## src/rtl/datamover_sts_tracker.sv

```systemverilog
// DataMover status tracker: 2-entry skid buffer on the status stream plus per-stream counters and a coalesced irq.
// Optional DATAMOVER_STS_TRACKER_ERR_IRQ_EN: a bad status beat raises its stream's pending bit at once.
module datamover_sts_tracker #(
    parameter int unsigned C_S_AXI_ADDR_WIDTH      = 32,
    parameter int unsigned C_S_AXI_DATA_WIDTH      = 32,
    parameter int unsigned C_M_AXIS_STS_DATA_WIDTH = 8,
    parameter int unsigned C_STREAMS_WIDTH         = 2,
    parameter int unsigned C_PAGEWIDTH             = 16,
    parameter int unsigned C_REG_BASE              = 32
) (
    input  logic                               clk,
    input  logic                               rst,
    input  logic                               S_AXIS_STS_TVALID,
    output logic                               S_AXIS_STS_TREADY,
    input  logic [C_M_AXIS_STS_DATA_WIDTH-1:0] S_AXIS_STS_TDATA,
    output logic                               M_AXIS_STS_TVALID,
    input  logic                               M_AXIS_STS_TREADY,
    output logic [C_M_AXIS_STS_DATA_WIDTH-1:0] M_AXIS_STS_TDATA,
    input  logic                               cmd_fire,
    input  logic [3:0]                         cmd_tag,
    input  logic [C_S_AXI_DATA_WIDTH-1:0]      set_data,
    input  logic [C_S_AXI_ADDR_WIDTH-1:0]      set_addr,
    input  logic                               set_stb,
    input  logic [C_S_AXI_ADDR_WIDTH-1:0]      get_addr,
    output logic [C_S_AXI_DATA_WIDTH-1:0]      get_data,
    output logic                               irq
);

    localparam int unsigned DW = C_M_AXIS_STS_DATA_WIDTH;
    localparam int unsigned RW = C_S_AXI_DATA_WIDTH;
    localparam int unsigned SW = C_STREAMS_WIDTH;
    localparam int unsigned NS = 1 << C_STREAMS_WIDTH;
    localparam int unsigned AW = C_PAGEWIDTH - 2;

    // ---------------- skid buffer ----------------
    logic [1:0]    r_cnt;
    logic [DW-1:0] r_buf0;
    logic [DW-1:0] r_buf1;
    logic          r_s_ready;
    logic          r_m_valid;
    logic [1:0]    w_cnt_nxt;
    logic [DW-1:0] w_buf0_nxt;
    logic [DW-1:0] w_buf1_nxt;
    logic          w_s_fire;
    logic          w_m_fire;

    assign w_s_fire          = S_AXIS_STS_TVALID && r_s_ready;
    assign w_m_fire          = r_m_valid && M_AXIS_STS_TREADY;
    assign S_AXIS_STS_TREADY = r_s_ready;
    assign M_AXIS_STS_TVALID = r_m_valid;
    assign M_AXIS_STS_TDATA  = r_buf0;

    // r_buf0 is always the head; r_buf1 only holds the second beat when full
    always_comb begin
        w_cnt_nxt  = r_cnt;
        w_buf0_nxt = r_buf0;
        w_buf1_nxt = r_buf1;
        case (r_cnt)
            2'd0: begin
                if (w_s_fire) begin
                    w_buf0_nxt = S_AXIS_STS_TDATA;
                    w_cnt_nxt  = 2'd1;
                end
            end
            2'd1: begin
                if (w_s_fire && w_m_fire) begin
                    w_buf0_nxt = S_AXIS_STS_TDATA;
                end else if (w_s_fire) begin
                    w_buf1_nxt = S_AXIS_STS_TDATA;
                    w_cnt_nxt  = 2'd2;
                end else if (w_m_fire) begin
                    w_cnt_nxt = 2'd0;
                end
            end
            default: begin
                if (w_m_fire) begin
                    w_buf0_nxt = r_buf1;
                    w_cnt_nxt  = 2'd1;
                end
            end
        endcase
    end

    always_ff @(posedge clk) begin
        if (rst) begin
            r_cnt     <= 2'd0;
            r_buf0    <= '0;
            r_buf1    <= '0;
            r_s_ready <= 1'b1;
            r_m_valid <= 1'b0;
        end else begin
            r_cnt     <= w_cnt_nxt;
            r_buf0    <= w_buf0_nxt;
            r_buf1    <= w_buf1_nxt;
            r_s_ready <= (w_cnt_nxt != 2'd2);
            r_m_valid <= (w_cnt_nxt != 2'd0);
        end
    end

    // ---------------- register decode ----------------
    logic [AW-1:0] w_set_word;
    logic [AW-1:0] w_get_word;
    logic [SW-1:0] w_set_strm;
    logic [SW-1:0] w_get_strm;
    logic [1:0]    w_set_reg;
    logic [1:0]    w_get_reg;
    logic          w_wr_strm;
    logic          w_wr_stat;
    logic          w_wr_en;
    logic          w_get_inwin;
    logic [SW-1:0] w_s_strm;
    logic [SW-1:0] w_cmd_strm;
    logic          w_bad;

    assign w_set_word  = set_addr[C_PAGEWIDTH-1:2] - AW'(C_REG_BASE);
    assign w_get_word  = get_addr[C_PAGEWIDTH-1:2] - AW'(C_REG_BASE);
    assign w_set_strm  = w_set_word[SW+1:2];
    assign w_get_strm  = w_get_word[SW+1:2];
    assign w_set_reg   = w_set_word[1:0];
    assign w_get_reg   = w_get_word[1:0];
    assign w_wr_strm   = set_stb && (w_set_word < AW'(4 * NS));
    assign w_wr_stat   = set_stb && (w_set_word == AW'(4 * NS));
    assign w_wr_en     = set_stb && (w_set_word == AW'(4 * NS + 1));
    assign w_get_inwin = (w_get_word < AW'(4 * NS));
    assign w_s_strm    = S_AXIS_STS_TDATA[SW-1:0];
    assign w_cmd_strm  = cmd_tag[SW-1:0];
    assign w_bad       = !S_AXIS_STS_TDATA[7] || (|S_AXIS_STS_TDATA[6:4]);

    // ---------------- counters ----------------
    logic [NS-1:0][31:0] r_compl,    w_compl_nxt;
    logic [NS-1:0][15:0] r_err_cnt,  w_err_cnt_nxt;
    logic [NS-1:0][7:0]  r_last_bad, w_last_bad_nxt;
    logic [NS-1:0][7:0]  r_outst,    w_outst_nxt;
    logic [NS-1:0]       r_uf,       w_uf_nxt;
    logic [NS-1:0][7:0]  r_thresh,   w_thresh_nxt;
    logic [NS-1:0][7:0]  r_coal,     w_coal_nxt;
    logic [NS-1:0]       r_pending,  w_pending_nxt;
    logic [NS-1:0]       r_irq_en,   w_irq_en_nxt;
    logic                r_irq;

    // register-bus clears are applied first, then the stream events of the same cycle
    always_comb begin
        w_compl_nxt    = r_compl;
        w_err_cnt_nxt  = r_err_cnt;
        w_last_bad_nxt = r_last_bad;
        w_outst_nxt    = r_outst;
        w_uf_nxt       = r_uf;
        w_thresh_nxt   = r_thresh;
        w_coal_nxt     = r_coal;
        w_pending_nxt  = r_pending;
        w_irq_en_nxt   = r_irq_en;
        if (w_wr_stat) begin
            w_pending_nxt = r_pending & ~set_data[NS-1:0];
        end
        if (w_wr_en) begin
            w_irq_en_nxt = set_data[NS-1:0];
        end
        for (int unsigned m = 0; m < NS; m++) begin
            if (w_wr_strm && (w_set_strm == SW'(m))) begin
                case (w_set_reg)
                    2'd0: w_compl_nxt[SW'(m)] = '0;
                    2'd1: begin
                        w_err_cnt_nxt[SW'(m)]  = '0;
                        w_last_bad_nxt[SW'(m)] = '0;
                    end
                    2'd2: w_uf_nxt[SW'(m)] = 1'b0;
                    default: begin
                        w_thresh_nxt[SW'(m)] = set_data[7:0];
                        w_coal_nxt[SW'(m)]   = '0;
                    end
                endcase
            end
            if (w_s_fire && (w_s_strm == SW'(m))) begin
                w_compl_nxt[SW'(m)] = w_compl_nxt[SW'(m)] + 32'd1;
                if (w_bad) begin
                    if (w_err_cnt_nxt[SW'(m)] != 16'hFFFF) begin
                        w_err_cnt_nxt[SW'(m)] = w_err_cnt_nxt[SW'(m)] + 16'd1;
                    end
                    w_last_bad_nxt[SW'(m)] = S_AXIS_STS_TDATA[7:0];
`ifdef DATAMOVER_STS_TRACKER_ERR_IRQ_EN
                    w_pending_nxt[SW'(m)] = 1'b1;
`else
                    w_pending_nxt[SW'(m)] = w_pending_nxt[SW'(m)];
`endif
                end
                w_coal_nxt[SW'(m)] = w_coal_nxt[SW'(m)] + 8'd1;
                if ((w_thresh_nxt[SW'(m)] != 8'd0) && (w_coal_nxt[SW'(m)] == w_thresh_nxt[SW'(m)])) begin
                    w_pending_nxt[SW'(m)] = 1'b1;
                    w_coal_nxt[SW'(m)]    = '0;
                end
            end
            // simultaneous command and status on one stream cancel out
            if (cmd_fire && (w_cmd_strm == SW'(m)) && !(w_s_fire && (w_s_strm == SW'(m)))) begin
                if (r_outst[SW'(m)] != 8'hFF) begin
                    w_outst_nxt[SW'(m)] = r_outst[SW'(m)] + 8'd1;
                end
            end else if (w_s_fire && (w_s_strm == SW'(m)) && !(cmd_fire && (w_cmd_strm == SW'(m)))) begin
                if (r_outst[SW'(m)] == 8'd0) begin
                    w_uf_nxt[SW'(m)] = 1'b1;
                end else begin
                    w_outst_nxt[SW'(m)] = r_outst[SW'(m)] - 8'd1;
                end
            end
        end
    end

    always_ff @(posedge clk) begin
        if (rst) begin
            r_compl    <= '0;
            r_err_cnt  <= '0;
            r_last_bad <= '0;
            r_outst    <= '0;
            r_uf       <= '0;
            r_thresh   <= '0;
            r_coal     <= '0;
            r_pending  <= '0;
            r_irq_en   <= '0;
            r_irq      <= 1'b0;
        end else begin
            r_compl    <= w_compl_nxt;
            r_err_cnt  <= w_err_cnt_nxt;
            r_last_bad <= w_last_bad_nxt;
            r_outst    <= w_outst_nxt;
            r_uf       <= w_uf_nxt;
            r_thresh   <= w_thresh_nxt;
            r_coal     <= w_coal_nxt;
            r_pending  <= w_pending_nxt;
            r_irq_en   <= w_irq_en_nxt;
            r_irq      <= |(w_pending_nxt & w_irq_en_nxt);
        end
    end

    assign irq = r_irq;

    // ---------------- read mux ----------------
    logic [RW-1:0] w_rd;

    always_comb begin
        w_rd = '0;
        if (w_get_inwin) begin
            case (w_get_reg)
                2'd0:    w_rd = RW'(r_compl[w_get_strm]);
                2'd1:    w_rd = RW'({8'h00, r_last_bad[w_get_strm], r_err_cnt[w_get_strm]});
                2'd2:    w_rd = RW'({23'd0, r_uf[w_get_strm], r_outst[w_get_strm]});
                default: w_rd = RW'(r_thresh[w_get_strm]);
            endcase
        end else if (w_get_word == AW'(4 * NS)) begin
            w_rd = RW'(r_pending);
        end else if (w_get_word == AW'(4 * NS + 1)) begin
            w_rd = RW'(r_irq_en);
        end
    end

    assign get_data = w_rd;

    logic w_unused_bits;
    assign w_unused_bits = &{1'b0, set_addr, get_addr, set_data, cmd_tag};

endmodule

```

## config.mk

```make
export PLATFORM = sky130hd
export DESIGN_NAME = datamover_sts_tracker
export DESIGN_NICKNAME = d
export VERILOG_FILES = /design/src/rtl/datamover_sts_tracker.sv
export SDC_FILE = /design/constraint.sdc
export NUM_CORES = 1
export LEC_CHECK = 0
export ABC_AREA = 1
export CAP_MARGIN = 10
export CORE_ASPECT_RATIO = 0.9
export CORE_UTILIZATION = 55
export CTS_BUF_LIST = sky130_fd_sc_hd__clkbuf_8
export DETAILED_ROUTE_END_ITERATION = 16
export GPL_TIMING_DRIVEN = 0
export PLACE_DENSITY_LB_ADDON = 0.3
export SETUP_SLACK_MARGIN = 0.02
export SLEW_MARGIN = 15
export SYNTH_ARGS = -nofsm -noshare
export SYNTH_HDL_FRONTEND = slang
export SYNTH_SLANG_ARGS = --single-unit
```

## constraint.sdc

```tcl
create_clock -name clk -period 6.8 [get_ports clk]
set_input_delay 1.7 -clock clk [delete_from_list [all_inputs] [get_ports clk]]
set_output_delay 1.7 -clock clk [all_outputs]
set_load 0.02 [all_outputs]
```

==> flow_summary.toml, run 1 <==
[placed_design]
io_buffers = 92
dp_hpwl_mm = 62.2
gp_congestion = 1.05
pre_cts_ws_ns = -1.02

[synth]
async_flop_share_pct = 0
syn-num-nets = 3583
synth-edff-count = 0
synthTopCellsByCount = "nand2_1 (689), inv_1 (417), a21oi_1 (393)"
syn_area_sq_mm = 0.0219
synth_most_common_cell = "nand2_1"
yosys.area.top_type = "dfxtp_1"
synthTopCellsByArea = "dfxtp_1 (32%), nand2_1 (12%), a21oi_1 (9.0%), o21ai_0 (7.7%), inv_1 (7.1%)"
seq_area_frac_synth_pct = 32.2
synthCells = 3423
ys_warn_count = 0
synth_seq_cells = 353
synth_top_flop_cell = "dfxtp_1"
yosysUniqueCellTypes = 60
yosys.area.top_type_share_pct = 32.2
syn_area_per_cell_sq_um = 6.40

[flow_run]
maxCapViolCount = 0

[clock_tree]
clk_pin_slew_ns = 0.06
clk_path_buf_depth = 3
clk-insertion-delay-late_ns = 0.68
cts.htree.levels = 2
cts_hold_buf = 0
clock_tree.root_cell = "clkbuf_8"
numCtsBuffers = 60
clock-sinks = 353
tritoncts = "yes"

[worst_setup_path]
crit_required_ns = 5.10
crit_type = "input port to output port"
cp-end-kind = "output port"
start_kind = "input port"
slowest_stage = "clkdlybuf4s50_1"
crit_arrival_ns = 5.20
cpMostUsedCell = "clkdlybuf4s50_1"
cp_cell_sequence = "clkdlybuf4s50_1 > clkbuf_1 > clkbuf_2 > o211ai_1 > a31oi_1 > a311oi_1 > a311oi_2 > clkdlybuf4s50_1"
cp_max_fo = 10
reg2reg_setup_slack_ns = 1.84
rr_worst_depth = 18
r2r_start = "S_AXIS_STS_TREADY"
r2r-end = "r_outst[15]"
slowest_delay_ns = 0.68

[sta]
min_period_over_period_pct = 102
fin_ws_ns = -0.104
slew_headroom_pct = 12.2
hold-worst-slack_ns = 0.462
setup_total_negative_slack_ns = -0.108
skew_ns = 0.0148
setup_viol = 2
rsz0062_at_grt = "yes"
hold_violations = 0
max_freq_ghz = 0.145
tightest_slew_ns = 1.31
min_period_ns = 6.90
maxSlewViolCount = 0

[global_routing]
grt_pass1_vias = 22000
grt_pass1_wl_mm = 125
grt-ovfl-total = 0
grt_antenna_before_repair = 2
grtUsageTotal_pct = 40.7
grt_max_degree = 15

[run_status]
violations = "negative setup slack"
status = "finished, violations left"

[die]
boundaryPins = 157
fp-row-count = 68
die_h_um = 191
start_util_pct = 56.5
dieWidth_um = 212
core_area_sq_mm = 0.0388
dieArea_sq_mm = 0.0407

[routing]
routed_via_density = 6.05
vias = 25100
dr.pass1.iters = 7
wire_per_inst_um = 20.3
routed_wl_mm = 84.3
drcViolationCount = 0
drtAntennaViolNets = 0
drt_iter0_drc = 3573

[pwr]
p_leak_nw = 9.92
power_density_mw_per_mm2 = 200
ir_drop_v = 0.000146

[worst_hold_path]
worstHoldPathCells = 2
holdPathEnd = "M_AXIS_STS_TDATA[6]"
hp-class = "flop to flop"
min_from = "M_AXIS_STS_TDATA[6]"

[cells_and_area]
utilization_pct = 64.0
layout-drive-gt1-share_pct = 6.59
insertedDiodeCount = 0
syn2layout_area_growth_pct = 13.2
nNetsFinal = 3740
cell families (layout without fill, tap and decap cells):
group	after synthesis	after routing	synth area share (%)
DFF	353	353	32.2
AOI/OAI and AO/OA	876	876	21.6
and+or+nand+nor	1547	1547	31.9
xor gates and xnor gates	29	29	1.16
adders and majority gates	46	46	2.76
buffers and inverters	572	773	10.3
worst max-delay path, delay by kind of cell:
kind / cells / cell delay [ns]
buffers and inverters: 4 / 2.20
AO/OA/AOI/OAI: 4 / 1.29
registers in the layout, summed over array words and instances, names as in the netlist:
name	flops
irq	1
r_outst	32
r_err_cnt	64
r_pending	4
r_compl	128
M_AXIS_STS_TVALID	1
M_AXIS_STS_TDATA	8
S_AXIS_STS_TREADY	1
r_irq_en	4
r_last_bad	32
r_uf	4
r_coal	32
r_cnt	2
r_buf1	8
r_thresh	32
worst max path at each step:
| stage | slack (ns) | start | cells after the start | to |
|---|---|---|---|---|
| floorplan | 0.74 | get_addr[7] | 12 | get_data[31] |
| global placement | -0.94 | get_addr[7] | 14 | get_data[31] |
| detailed placement | -1.02 | get_addr[7] | 14 | get_data[31] |
| CTS | -0.03 | get_addr[7] | 13 | get_data[0] |
| global route | -0.06 | get_addr[4] | 8 | get_data[6] |
| finish | -0.10 | get_addr[4] | 8 | get_data[6] |
per-layer routing:
metal	vias up	GRT usage, %	share of wire, %
met5	-	1.23	0.081
met4	2	23.7	6.0
met3	329	10.0	13
met2	1631	59.9	41
met1	11300	53.7	40
li1	11800	-	-
layout make-up:
type | instances | area (sq um)
Fill cell | 3800 | 14000
Multi-Input combinational cell | 2498 | 12700
Sequential cell | 353 | 7070
Inverter | 430 | 1620
Clock buffer | 74 | 1020
Timing Repair Buffer | 95 | 955
Buffer | 142 | 662
Tap cell | 525 | 657
Clock inverter | 32 | 163
what timing repair did:
item | in CTS | in global routing
pin swaps | 1 | 1
resized for setup | 26 | 26
endpoints found under the setup margin | 30 | 29
setup buffers | 1 | 2
gates cloned | 0 | 0
cell usage in the layout, fill, tap and decap left out, types with 5 or more instances in the layout:
master,Yosys,final
and2_1,8,8
buf_1,11,10
a21oi_1,393,393
clkbuf_8,0,74
clkbuf_2,0,18
clkinv_2,0,13
buf_6,8,8
a211oi_1,47,45
a31oi_1,11,11
nand4_2,5,5
nor3b_1,9,9
clkbuf_1,104,87
o21a_1,19,19
nor4_1,24,24
nor2_2,6,7
ha_1,42,42
dfxtp_1,353,353
nand3_2,9,9
nor3_2,12,12
a32o_1,5,5
nand2_2,21,21
o21ai_0,336,336
nand2_1,689,689
nand4_1,81,81
xnor2_1,8,8
o21ai_1,10,10
nor3_1,103,103
clkdlybuf4s50_1,0,86
o22ai_1,20,20
nand3_1,167,167
inv_2,10,10
xor2_1,21,21
dlymetal6s2s_1,0,5
inv_1,417,435
o211ai_1,7,7
nor2_1,372,370
buf_4,9,12
nand3b_1,12,12
buf_2,10,10
report_power, final:
part / internal [W] / switching [W]
Clock: 0.00101 / 0.000961
Combinational: 0.000271 / 0.000531
Sequential: 0.00213 / 0.0000637
metrics by stage:
step / std cells / power [W] / area, sq um
2_1_floorplan: 3423 / 0.00273 / 21900
3_3_place_gp: 4040 / 0.00299 / 23500
3_5_place_dp: 4040 / 0.00300 / 23500
4_1_cts: 4147 / 0.00492 / 24800
5_1_grt: 4149 / 0.00512 / 24800
6_report: 4149 / 0.00497 / 24800
Note: power is estimated with default switching activity, not from simulation.
==> run 2: changes to the inputs <==
SKIP_CTS_REPAIR_TIMING = 1   (was not set)
==> flow_summary.toml, run 2 (synthesis results as in run 1) <==
[run_status]
status = "finished, violations left"
violations = "negative setup slack"

[global_routing]
grtUsageTotal_pct = 40.6
grt_pass1_wl_mm = 125
grt_pass1_vias = 22000
grt_max_degree = 15
grt_antenna_before_repair = 2
grt-ovfl-total = 0

[cells_and_area]
syn2layout_area_growth_pct = 13.0
nNetsFinal = 3740
final_common_cell = "nand2_1"
layout-drive-gt1-share_pct = 6.48
final_cell_mix = "nand2_1 (689), inv_1 (434), a21oi_1 (393)"
utilization_pct = 63.9
instances_no_fill = 4150
seq_area_sq_mm = 0.00707
fillers = 3802
top_regs = "r_compl (128), r_err_cnt (64)"
largest_reg_flops = 128
multiInputGateArea_sq_mm = 0.0126
largest-register = "r_compl"

[pwr]
p_sw_share_pct = 31.2
ir_drop_v = 0.000146
p_sw_w = 0.00155
p_int_w = 0.00342
clkPwrFrac_pct = 39.7
pwr-share-seq_pct = 44.2
comb_power_share_pct = 16.1
power_density_mw_per_mm2 = 201
p_leak_nw = 9.85

[routing]
drtAntennaViolNets = 0
routed_wl_mm = 84.0
wire_per_inst_um = 20.2
dr.pass1.iters = 7
routed_via_density = 6.03
drcViolationCount = 0
vias = 25000
drt_iter0_drc = 3601

[placed_design]
dp_hpwl_mm = 62.2
place_inst = 4040
gp_congestion = 1.05
pre_cts_ws_ns = -1.02
io_buffers = 92

[sta]
hold_violations = 0
fin_ws_ns = -0.147
hold-worst-slack_ns = 0.462
slew_headroom_pct = 15.2
min_period_over_period_pct = 102
max_freq_ghz = 0.144
skew_ns = 0.0312
setup_viol = 6
maxSlewViolCount = 0
rsz0062_at_grt = "yes"
min_period_ns = 6.95
tightest_slew_ns = 1.26

[worst_hold_path]
worstHoldPathCells = 2
min_from = "M_AXIS_STS_TDATA[6]"
holdPathEnd = "M_AXIS_STS_TDATA[6]"
hp-class = "flop to flop"

[worst_setup_path]
crit_required_ns = 5.10
r2r_start = "S_AXIS_STS_TREADY"
rr_worst_depth = 18
reg2reg_setup_slack_ns = 1.82
crit_type = "input port to output port"
cp-end-kind = "output port"
crit_arrival_ns = 5.25
start_kind = "input port"
r2r-end = "r_outst[15]"
cp_max_fo = 10

[die]
dieArea_sq_mm = 0.0407
core_area_sq_mm = 0.0388
fp-row-count = 68
die_h_um = 191
boundaryPins = 157
dieWidth_um = 212
start_util_pct = 56.5

[clock_tree]
clock-sinks = 353
clk_pin_slew_ns = 0.06
clock_tree.root_cell = "clkbuf_8"
clk-insertion-delay-late_ns = 0.69
cts.htree.levels = 2
clk_path_buf_depth = 3
numCtsBuffers = 60
tritoncts = "yes"

[flow_run]
maxCapViolCount = 0
## run 2: routing by layer
| layer | GRT usage, % | vias to the layer above | share of wire (%) |
|---|---|---|---|
| li1 | - | 11800 | - |
| met1 | 53.4 | 11300 | 40 |
| met2 | 59.5 | 1575 | 41 |
| met3 | 10.2 | 313 | 13 |
| met4 | 24.0 | 2 | 6.1 |
| met5 | 1.23 | - | 0.081 |
## run 2: layout make-up
cell class / instances / share of cell area [%]
clock buffer: 74 / 4.11
multi-input combinational: 2498 / 51.0
tap: 525 / 2.65
buffer: 142 / 2.68
timing repair buffer: 95 / 3.86
clock inverter: 32 / 0.657
inverter: 430 / 6.54
sequential: 353 / 28.5
antenna: 1 / 0.0101
## run 2: critical path, stage by stage
cell and delay (ns):
clkdlybuf4s50_1 0.56, clkbuf_1 0.45, clkbuf_2 0.49, o211ai_1 0.14, a31oi_1 0.41, a21oi_1 0.18
a211oi_1 0.59, clkdlybuf4s50_1 0.72
## run 2: worst max path at each step
stage	endpoint	slack (ns)	cells past startpoint	startpoint
floorplan	get_data[31]	0.74	12	get_addr[7]
global placement	get_data[31]	-0.94	14	get_addr[7]
detailed placement	get_data[31]	-1.02	14	get_addr[7]
CTS	get_data[31]	-1.02	14	get_addr[7]
global route	get_data[5]	-0.18	14	get_addr[7]
finish	get_data[5]	-0.15	8	get_addr[4]
## run 2: per-stage QoR
| step | instance area (sq um) | total power, W | TNS, ns |
|---|---|---|---|
| 6_report | 24800 | 0.00497 | -0.394 |
| 5_1_grt | 24800 | 0.00512 | -1.51 |
| 4_1_cts | 24700 | 0.00492 | -11.54 |
| 3_5_place_dp | 23500 | 0.00300 | -11.14 |
| 3_3_place_gp | 23500 | 0.00299 | -9.69 |
| 2_1_floorplan | 21900 | 0.00273 | 0 |
## run 2: power groups by stage
stage	combinational, W	clock [W]	sequential (W)
CTS	0.000768	0.00196	0.00219
global placement	0.000752	0	0.00224
global route	0.000870	0.00205	0.00220
floorplan	0.000501	0	0.00223
detailed placement	0.000762	0	0.00224
finish	0.000802	0.00197	0.00220
